<file path="src/rtl/sa_pkg.sv">
// Shared types and default sizes for the systolic-array result drain path.
package sa_pkg;

  localparam int SA_ROWS  = 8;
  localparam int SA_DEPTH = 4;
  localparam int SA_ACC_W = 32;

  typedef logic signed [SA_ACC_W-1:0] acc_t;
  typedef logic [$clog2(SA_ROWS)-1:0] row_idx_t;
  typedef acc_t [SA_ROWS-1:0]         res_vec_t;

  typedef enum logic {
    IDLE = 1'b0,
    EMIT = 1'b1
  } drain_state_e;

endpackage

</file>
<file path="src/rtl/sa_vec_fifo.sv">
// Small vector FIFO holding {result vector, row-valid mask}; exposes both the
// head entry and the entry behind it so the drain can reload without a bubble.
module sa_vec_fifo
  import sa_pkg::*;
#(
  parameter int ROWS  = SA_ROWS,
  parameter int DEPTH = SA_DEPTH,
  parameter int ACC_W = SA_ACC_W
) (
  input  logic                         clk,
  input  logic                         rstn,
  input  logic                         push,
  input  logic [ROWS-1:0][ACC_W-1:0]   push_data,
  input  logic [ROWS-1:0]              push_mask,
  input  logic                         pop,
  output logic [ROWS-1:0][ACC_W-1:0]   head_data,
  output logic [ROWS-1:0]              head_mask,
  output logic [ROWS-1:0][ACC_W-1:0]   next_data,
  output logic [ROWS-1:0]              next_mask,
  output logic                         full,
  output logic                         empty,
  output logic [$clog2(DEPTH):0]       count
);

  localparam int AW = $clog2(DEPTH);
  localparam int CW = AW + 1;
  localparam int EW = ROWS * ACC_W + ROWS;

  logic [EW-1:0] mem [DEPTH];
  logic [AW-1:0] wr_ptr_reg;
  logic [AW-1:0] rd_ptr_reg;
  logic [AW-1:0] rd_next_ptr;
  logic [CW-1:0] count_reg;

  // Storage is not reset; only the pointers and count define validity.
  always_ff @(posedge clk) begin
    if (push) begin
      mem[wr_ptr_reg] <= {push_data, push_mask};
    end
  end

  always_ff @(posedge clk) begin
    if (!rstn) begin
      wr_ptr_reg <= '0;
      rd_ptr_reg <= '0;
      count_reg  <= '0;
    end else begin
      if (push) wr_ptr_reg <= wr_ptr_reg + AW'(1);
      if (pop)  rd_ptr_reg <= rd_ptr_reg + AW'(1);
      case ({push, pop})
        2'b10:   count_reg <= count_reg + CW'(1);
        2'b01:   count_reg <= count_reg - CW'(1);
        default: count_reg <= count_reg;
      endcase
    end
  end

  assign rd_next_ptr            = rd_ptr_reg + AW'(1);
  assign {head_data, head_mask} = mem[rd_ptr_reg];
  assign {next_data, next_mask} = mem[rd_next_ptr];
  assign full                   = (count_reg == CW'(DEPTH));
  assign empty                  = (count_reg == '0);
  assign count                  = count_reg;

endmodule

</file>
<file path="src/rtl/sa_result_drain.sv">
// Captures per-row result vectors from the array core and serialises the valid
// rows onto one word stream. Define SA_DRAIN_RELU_EN to clamp negative words to 0.
module sa_result_drain
  import sa_pkg::*;
#(
  parameter int ROWS  = SA_ROWS,
  parameter int DEPTH = SA_DEPTH,
  parameter int ACC_W = SA_ACC_W
) (
  input  logic                         clk,
  input  logic                         rstn,
  input  logic [ROWS-1:0][ACC_W-1:0]   rinport,
  input  logic [ROWS-1:0]              rvalidin,
  output logic                         outread,
  output logic [ACC_W-1:0]             out_data,
  output logic [$clog2(ROWS)-1:0]      out_row,
  output logic                         out_valid,
  input  logic                         out_ready,
  output logic                         out_last,
  output logic [$clog2(DEPTH):0]       fifo_count
);

  localparam int RW = $clog2(ROWS);
  localparam int CW = $clog2(DEPTH) + 1;

  drain_state_e                state_reg;
  logic                        full;
  logic                        empty;
  logic                        accept;
  logic                        pop;
  logic [ROWS-1:0][ACC_W-1:0]  head_data;
  logic [ROWS-1:0]             head_mask;
  logic [ROWS-1:0][ACC_W-1:0]  next_data;
  logic [ROWS-1:0]             next_mask;
  logic [ROWS-1:0][ACC_W-1:0]  ld_data;
  logic [ROWS-1:0]             ld_mask;
  logic [RW-1:0]               ld_ptr;
  logic [RW-1:0]               cont_ptr;

  function automatic logic [RW-1:0] first_set(input logic [ROWS-1:0] m, input int from);
    logic [RW-1:0] r;
    r = '0;
    for (int i = ROWS - 1; i >= 0; i--) begin
      if (i >= from && m[i]) r = RW'(i);
    end
    return r;
  endfunction

  function automatic logic any_above(input logic [ROWS-1:0] m, input logic [RW-1:0] idx);
    logic a;
    a = 1'b0;
    for (int i = 0; i < ROWS; i++) begin
      if (i > int'(idx) && m[i]) a = 1'b1;
    end
    return a;
  endfunction

  function automatic logic [ACC_W-1:0] out_word(input logic [ACC_W-1:0] w);
`ifdef SA_DRAIN_RELU_EN
    return w[ACC_W-1] ? '0 : w;
`else
    return w;
`endif
  endfunction

  // Full is taken from the registered count, so a slot freed this cycle is only offered next cycle.
  assign outread = rstn & (|rvalidin) & ~full;
  assign accept  = out_valid & out_ready;
  assign pop     = (state_reg == EMIT) & accept & out_last;

  sa_vec_fifo #(
    .ROWS  (ROWS),
    .DEPTH (DEPTH),
    .ACC_W (ACC_W)
  ) u_fifo (
    .clk       (clk),
    .rstn      (rstn),
    .push      (outread),
    .push_data (rinport),
    .push_mask (rvalidin),
    .pop       (pop),
    .head_data (head_data),
    .head_mask (head_mask),
    .next_data (next_data),
    .next_mask (next_mask),
    .full      (full),
    .empty     (empty),
    .count     (fifo_count)
  );

  // A fresh load comes from the head when idle, or from the entry behind it when the head is being popped.
  always_comb begin
    ld_data = head_data;
    ld_mask = head_mask;
    if (state_reg == EMIT) begin
      ld_data = next_data;
      ld_mask = next_mask;
    end
  end

  assign ld_ptr   = first_set(ld_mask, 0);
  assign cont_ptr = first_set(head_mask, int'(out_row) + 1);

  always_ff @(posedge clk) begin
    if (!rstn) begin
      state_reg <= IDLE;
      out_valid <= 1'b0;
      out_last  <= 1'b0;
      out_row   <= '0;
      out_data  <= '0;
    end else begin
      case (state_reg)
        IDLE: begin
          if (!empty) begin
            state_reg <= EMIT;
            out_valid <= 1'b1;
            out_row   <= ld_ptr;
            out_data  <= out_word(ld_data[ld_ptr]);
            out_last  <= ~any_above(ld_mask, ld_ptr);
          end
        end
        EMIT: begin
          if (accept) begin
            if (!out_last) begin
              out_row  <= cont_ptr;
              out_data <= out_word(head_data[cont_ptr]);
              out_last <= ~any_above(head_mask, cont_ptr);
            end else if (fifo_count > CW'(1)) begin
              out_row  <= ld_ptr;
              out_data <= out_word(ld_data[ld_ptr]);
              out_last <= ~any_above(ld_mask, ld_ptr);
            end else begin
              state_reg <= IDLE;
              out_valid <= 1'b0;
              out_last  <= 1'b0;
            end
          end
        end
        default: state_reg <= IDLE;
      endcase
    end
  end

endmodule
</file>
<file path="config.mk">
export PLATFORM = sky130hd
export DESIGN_NAME = sa_result_drain
export DESIGN_NICKNAME = d
export VERILOG_FILES = /design/src/rtl/sa_pkg.sv /design/src/rtl/sa_vec_fifo.sv /design/src/rtl/sa_result_drain.sv
export SDC_FILE = /design/constraint.sdc
export NUM_CORES = 2
export LEC_CHECK = 0
export CORE_MARGIN = 2
export CORE_UTILIZATION = 25
export DETAILED_ROUTE_END_ITERATION = 12
export PLACE_DENSITY = 0.48
export SETUP_SLACK_MARGIN = 0.2
export SYNTH_ARGS = -nofsm -noshare
export SYNTH_HDL_FRONTEND = slang
export SYNTH_SLANG_ARGS = --single-unit
</file>
<file path="constraint.sdc">
create_clock -name clk -period 17.4 [get_ports clk]
set_input_delay 3.48 -clock clk [delete_from_list [all_inputs] [get_ports clk]]
set_output_delay 3.48 -clock clk [all_outputs]
set_load 0.02 [all_outputs]
</file>
Word level (Yosys, flattened, before mapping)
Memories as Yosys holds them, arrays and structs flattened. A register that Yosys moved wholly into a read port is not among the register bits.
Index checks and enable logic that the tools add are counted.
Word-level totals
  output and inout bits: 41
  bits in registers: 45
  input port bits: 267
  bits in writable memories: 1056
  logic and storage cells: 163
  memories: 1
Memory list
  u_fifo.mem: depth 4, bits a word 264, read ports 2, clocked after Yosys merged registers in 1, wr ports 1, RTL line sa_vec_fifo.sv:29  | logic [EW-1:0] mem [DEPTH];
Operators by class
  magnitude comparators: 25
  equal/unequal tests: 8
  bitwise gates (word level): 10
  $add $sub $neg: 5
  muxes and demuxes: 78
  reductions and logical operators: 28
Operators by type and width (number)
  $mux 256: 1
  $bmux 32 s3: 2
  $mux 32: 6
  $pmux 32 s2: 1
  $mux 3: 20
  $mux 1: 40
  $gt 3x3->1 const A: 8
  $logic_and 1x1->1: 22
  $ge 3x4->1 const A: 4
  $gt 2x3->1 const A: 4
  $pmux 3 s2: 2
  $ge 1x4->1 const A: 2
  $ge 2x4->1 const A: 2
  $lt 3x4->1 const B: 2
  $mux 8: 1
  $reduce_or 8->1: 1
  $gt 1x3->1 const A: 2
  $ne 2x2->1 const B: 3
  $pmux 1 s2: 3
  $and 1x1->1: 5
  $not 1->1: 5
  $add 2x1->2 const B: 2
  $add 3x1->4 const B: 1
  $mux 2: 2
  13 further kinds: 13

Logic depth before layout (Yosys ltp)
An unclocked memory read counts as a cell.
  depth after elaboration: 30
  mapped depth: 14
  mapped depth without buffers: 11

Cells and area by module
A second synthesis with hierarchy kept.
Second synthesis, totals
  cell total of the unflattened synthesis: 3024
  area total of the unflattened synthesis: 54076.9 um2
Modules (own cells, without submodules)
  sa_vec_fifo: area an instance 44973.1 um2, cells each 1748, instances 1, sequential area each 31890.6 um2
  sa_result_drain: area an instance 9103.7 um2, cells each 1276, instances 1, sequential area each 760.7 um2

Worst setup path before layout
Ideal clock, no wire load.
  path kind: input-to-reg
  start: input rvalidin[0]
  end: memory u_fifo.mem[0][0] in the netlist's numbering (enable)
  buffers on the path: 0
  setup time: 659 ps
  cell stages on the path: 3
  setup slack: 6523 ps
  required time: 16741 ps
  arrival: 10219 ps
  cells stage by stage: nor4_1 -> a21oi_1 -> and2_1
Between the ends
  longest elaborated chain between the ends: 5
RTL lines
  from (decl): RTL line sa_result_drain.sv:13  | input logic [ROWS-1:0] rvalidin,
  $reduce_or 8->1: RTL line sa_result_drain.sv:67  | assign outread = rstn & (|rvalidin) & ~full;
  $and 1x1->1 (2 in series): RTL line sa_result_drain.sv:67
  via outread: RTL line sa_result_drain.sv:14  | output logic outread,
  $mux 1: RTL line sa_vec_fifo.sv:37  | if (push) begin
  $mux 1 (not written as such): RTL line sa_vec_fifo.sv:38  | mem[wr_ptr_reg] <= {push_data, push_mask};
  to (decl): RTL line sa_vec_fifo.sv:29
The timed path passes the listed nets, and every way through them passes these cells.

Final worst setup path
  start: input rstn
  end: output outread
Between the ends
  longest elaborated chain between the ends: 2
RTL lines
  from (decl): RTL line sa_result_drain.sv:11  | input logic rstn,
  $and 1x1->1 (2 in series): RTL line sa_result_drain.sv:67
  to (decl): RTL line sa_result_drain.sv:14
Every way passes these cells.

==> parameters.txt <==
Parameter                              Value

Drt
  Total number of vias ... between 30000 and 40000
  Post-Route WL ... a little over 200000 um
  Number of DRC markers in iteration 0 ... 3854
  Post-DR wirelength/cell ... about 32 um
  Final antenna-violating net count ... 0
  Number of design rule violations left after detail routing ... 0
  Router iterations before antenna repair ... 6
  Ratio of routed vias to standard cells ... 5.35

Power
  Internal power of the cells ... around 5.0 mW
  Net switching power ... roughly 2.1 mW
  Peak ir drop on the vdd network ... 0.0793 mV
  Switching power share of the total ... between 20% and 30%
  Fraction of power consumed by sequential logic ... between 40% and 50%
  Power Dens Cells ... about 110 nW/um^2
  Leak ... a little under 20 nW
  Part of the total power dissipated in the clock network ... around 36%
  Gate power share ... 18.7%
  Power Total ... 7.12 mW

Synth
  Flip-flop cell with the highest count after synthesis ... edfxtp_1
  Share of synthesized area occupied by flip-flops and latches ... between 60 and 70%
  Mapped Cells ... approximately 3200
  Ys Warns ... 0
  Combinational family with the most area after synthesis ... multiplexers
  Post-Synthesis Mean Instance Area ... around 17 um^2
  Post-Synthesis Cell Area ... about 53000 um^2
  Post-synthesis cell type with the largest combined area ... edfxtp_1
  Share of flip-flops with an asynchronous set or reset after synthesis ... 0%
  Post-synth cell types ... 88
  Synthesized netlist net count ... 3463
  Fraction of synthesized area in multiplexers ... approximately a quarter
  Area share of the largest cell type after synthesis ... 59.3%
  Fraction of the mapped netlist area in simple logic gates ... 5.75%
  FF+latch count, synth ... about 1100
  Xor/xnor cell area share of the yosys netlist ... less than 1%
  Area fraction in compound gates after synthesis ... 5.25%
  Area contributors post-synth ... edfxtp_1 (59%), mux4_2 (22%), mux2i_1 (3.2%)
  EDFF count, synth ... around 1100
  Most frequent cells after synthesis ... edfxtp_1 (1056), mux4_2 (520), nand2_1 (444), mux2i_1 (170), clkbuf_1 (127)
  Most frequently used cell type in the post-synthesis netlist ... edfxtp_1
  Arithmetic-cell share of the synthesized area counting full adders, half adders and majority gates ... less than 1%

STA
  RSZ-0062 raised after global routing ... no
  Clock skew after layout ... ~0.058 ns
  Sum Neg Setup Slack ... 0 ns
  Final count of hold timing violations ... 0
  Total count of max-transition violations in the final report ... 0
  Time the worst path needs with I/O delays and setup ... slightly above 9 ns
  Worst setup slack after layout ... roughly 8.3 ns
  Fmax ... around 110 MHz
  Slew Limit Headroom ... between 20% and 30%
  Tcrit/Tclk final ... between 50% and 60%
  Final Setup Violations ... 0
  Actual transition at the worst max-transition pin ... roughly 1.2 ns

Setup path
  Max stage delay on crit path ... 0.73 ns
  Register-to-register path setup slack ... 11.78 ns
  Count of cells along the worst register-to-register path ... 13
  Cell-by-cell trace of the critical path ... clkdlybuf4s50_1 > buf_4 > nand2_1 > a21oi_1 > clkdlybuf4s50_1
  Reg2reg end ... out_data[21]
  Kind of critical path ... primary input to output port
  Worst Path Arrival ... 5.60 ns
  Startpoint Class ... primary input
  Most Frequent Cell on Critical Path ... clkdlybuf4s50_1
  Slowest CP cell ... clkdlybuf4s50_1
  Data required time of the worst path ... between 10 and 15 ns
  Worst-path fanout max ... 25
  Kind of capture point of the worst setup path ... output port

Finish
  Layout cells sized above 1 ... 23.7%
  Core utilization of the finished layout ... 30.1%
  # fillers ... between 20000 and 25000
  Fin nets ... roughly 3700
  Register containing the most flip-flops in the final layout ... u_fifo.mem
  Synthesis-to-layout area growth ... 19.5%
  Top Registers ... u_fifo.mem (1056), out_data (32)
  Multi-input combinational cell area ... 19800 um^2
  Register cell area after layout ... between 30000 and 40000 um^2
  Number of flip-flops in the largest register ... ~1100

Global routing
  Maximum number of pins on one net before global-route repair ... approximately 120
  Total Routing Usage GR ... 18.4%
  Wire length of the first global-routing pass ... 281000 um
  Number of antenna violations at the first check in global routing ... roughly 110
  Residual overflow from global routing ... 0
  Via count of the first global-routing pass ... ~34000

Floorplanning
  Vertical die dimension ... 467 um
  Die footprint ... ~220000 um^2
  Area of the core region ... 212000 um^2
  I/O pin count ... about 310
  FP Rows ... ~170
  Effective utilization at floorplan ... ~25%
  Width of the die ... roughly 470 um

Clock network
  Insertion delay to the later sink of the worst-skew pair ... between 0.7 and 0.8 ns
  Setup Buffers After CTS ... 0
  TritonCTS sink count ... ~1100
  H-tree levels ... 3
  Num CTS Buffers ... 117
  Clock Path Buffers ... 3
  Cell at the root of the clock tree ... clkbuf_16
  Post-cts hold buffer count ... 0
  CTS clock-pin slew for the worst setup and hold paths ... about 0.060 ns
  Gates resized, CTS repair ... 0
  CTS tree ... done

Hold path
  Type of the most critical hold path ... flip-flop to flip-flop
  Beginning of the worst hold path ... out_data[2]
  Endpoint of the worst hold-timing path ... out_data[2]
  Hold Path Stages ... 2

Placement
  Total half-perimeter wirelength after legalization and detailed placement ... 135000 um
  Worst setup slack before clock tree synthesis ... 8.34 ns
  Placer congestion estimate ... 0.835
  Port bufs ... 307

Flow run
  Number of max-capacitance violations reported ... 0

Status
  Outcome ... completed
-- routing by layer --
metal / GRT usage, % / routed length (um) / part of all wire (%)
met5: 0 / 481 / 0.24
met1: 24.1 / 81800 / 40
met2: 29.6 / 97200 / 48
met3: 4.92 / 18900 / 9.3
met4: 5.33 / 5490 / 2.7
-- power by group through the flow --
stage / clock (mW) / sequential, mW / combinational, mW
detailed placement: 0 / 3.29 / 1.32
global placement: 0 / 3.29 / 1.33
finish: 2.56 / 3.24 / 1.33
CTS: 2.61 / 3.24 / 1.33
floorplan: 0 / 3.32 / 0.660
global route: 2.71 / 3.25 / 1.39
-- logic make-up (layout without fill, tap and decap cells) --
logic type                 after synthesis  in the layout
DFF                                   1103           1103
muxes                                  708            708
and+or+nand+nor                        702            702
AOI/OAI and AO/OA                      398            398
buffers and inverters                  253            631
adders and majority gates               13             13
xor gates and xnor gates                 6              6
other                                    0             27
-- final cells by class --
cell class	count	area share [%]
clock inverters	53	0.954
flip-flops and latches	1103	51.1
diodes	27	0.106
inverters	15	0.0921
multi-input cells	1827	31.0
well taps	2821	5.53
repair buffers	397	6.02
clock buffers	166	5.12
-- stage by stage --
step	hold WS [ns]	cell area, um^2	instances
2_1_floorplan	0.469	53500	3183
3_3_place_gp	0.451	59900	6163
3_5_place_dp	0.443	59900	6163
4_1_cts	0.458	63800	6382
5_1_grt	0.471	63800	6391
6_report	0.454	63900	6409
-- how the worst max path moves through the flow --
stage,start,depth (start not counted),endpoint
floorplan,rvalidin[0],3,u_fifo.mem[0][0]
global placement,rstn,5,outread
detailed placement,rstn,5,outread
CTS,rstn,5,outread
global route,rstn,5,outread
finish,rstn,5,outread
-- critical path: cells and delay by family --
family | cells | cell delay (ns)
AND/OR/NAND/NOR | 1 | 0.09
AO/OA/AOI/OAI | 1 | 0.55
buffers and inverters | 3 | 1.47
-- placed cells by master, fill, tap and decap left out, drive strengths merged, types with 18 or more instances in the layout --
cell	netlist	routed
a21oi	116	116
a31oi	37	37
buf	110	90
clkbuf	128	166
clkdlybuf4s50	0	307
clkinv	0	36
dfxtp	47	47
diode	0	27
edfxtp	1056	1056
mux2	18	18
mux2i	170	170
mux4	520	520
nand2	445	445
nand3	90	90
nor2	41	41
nor3	32	32
o21ai	40	40
o221ai	30	30
o22ai	32	32
o31ai	21	21
Power figures use the tool's default switching activity.
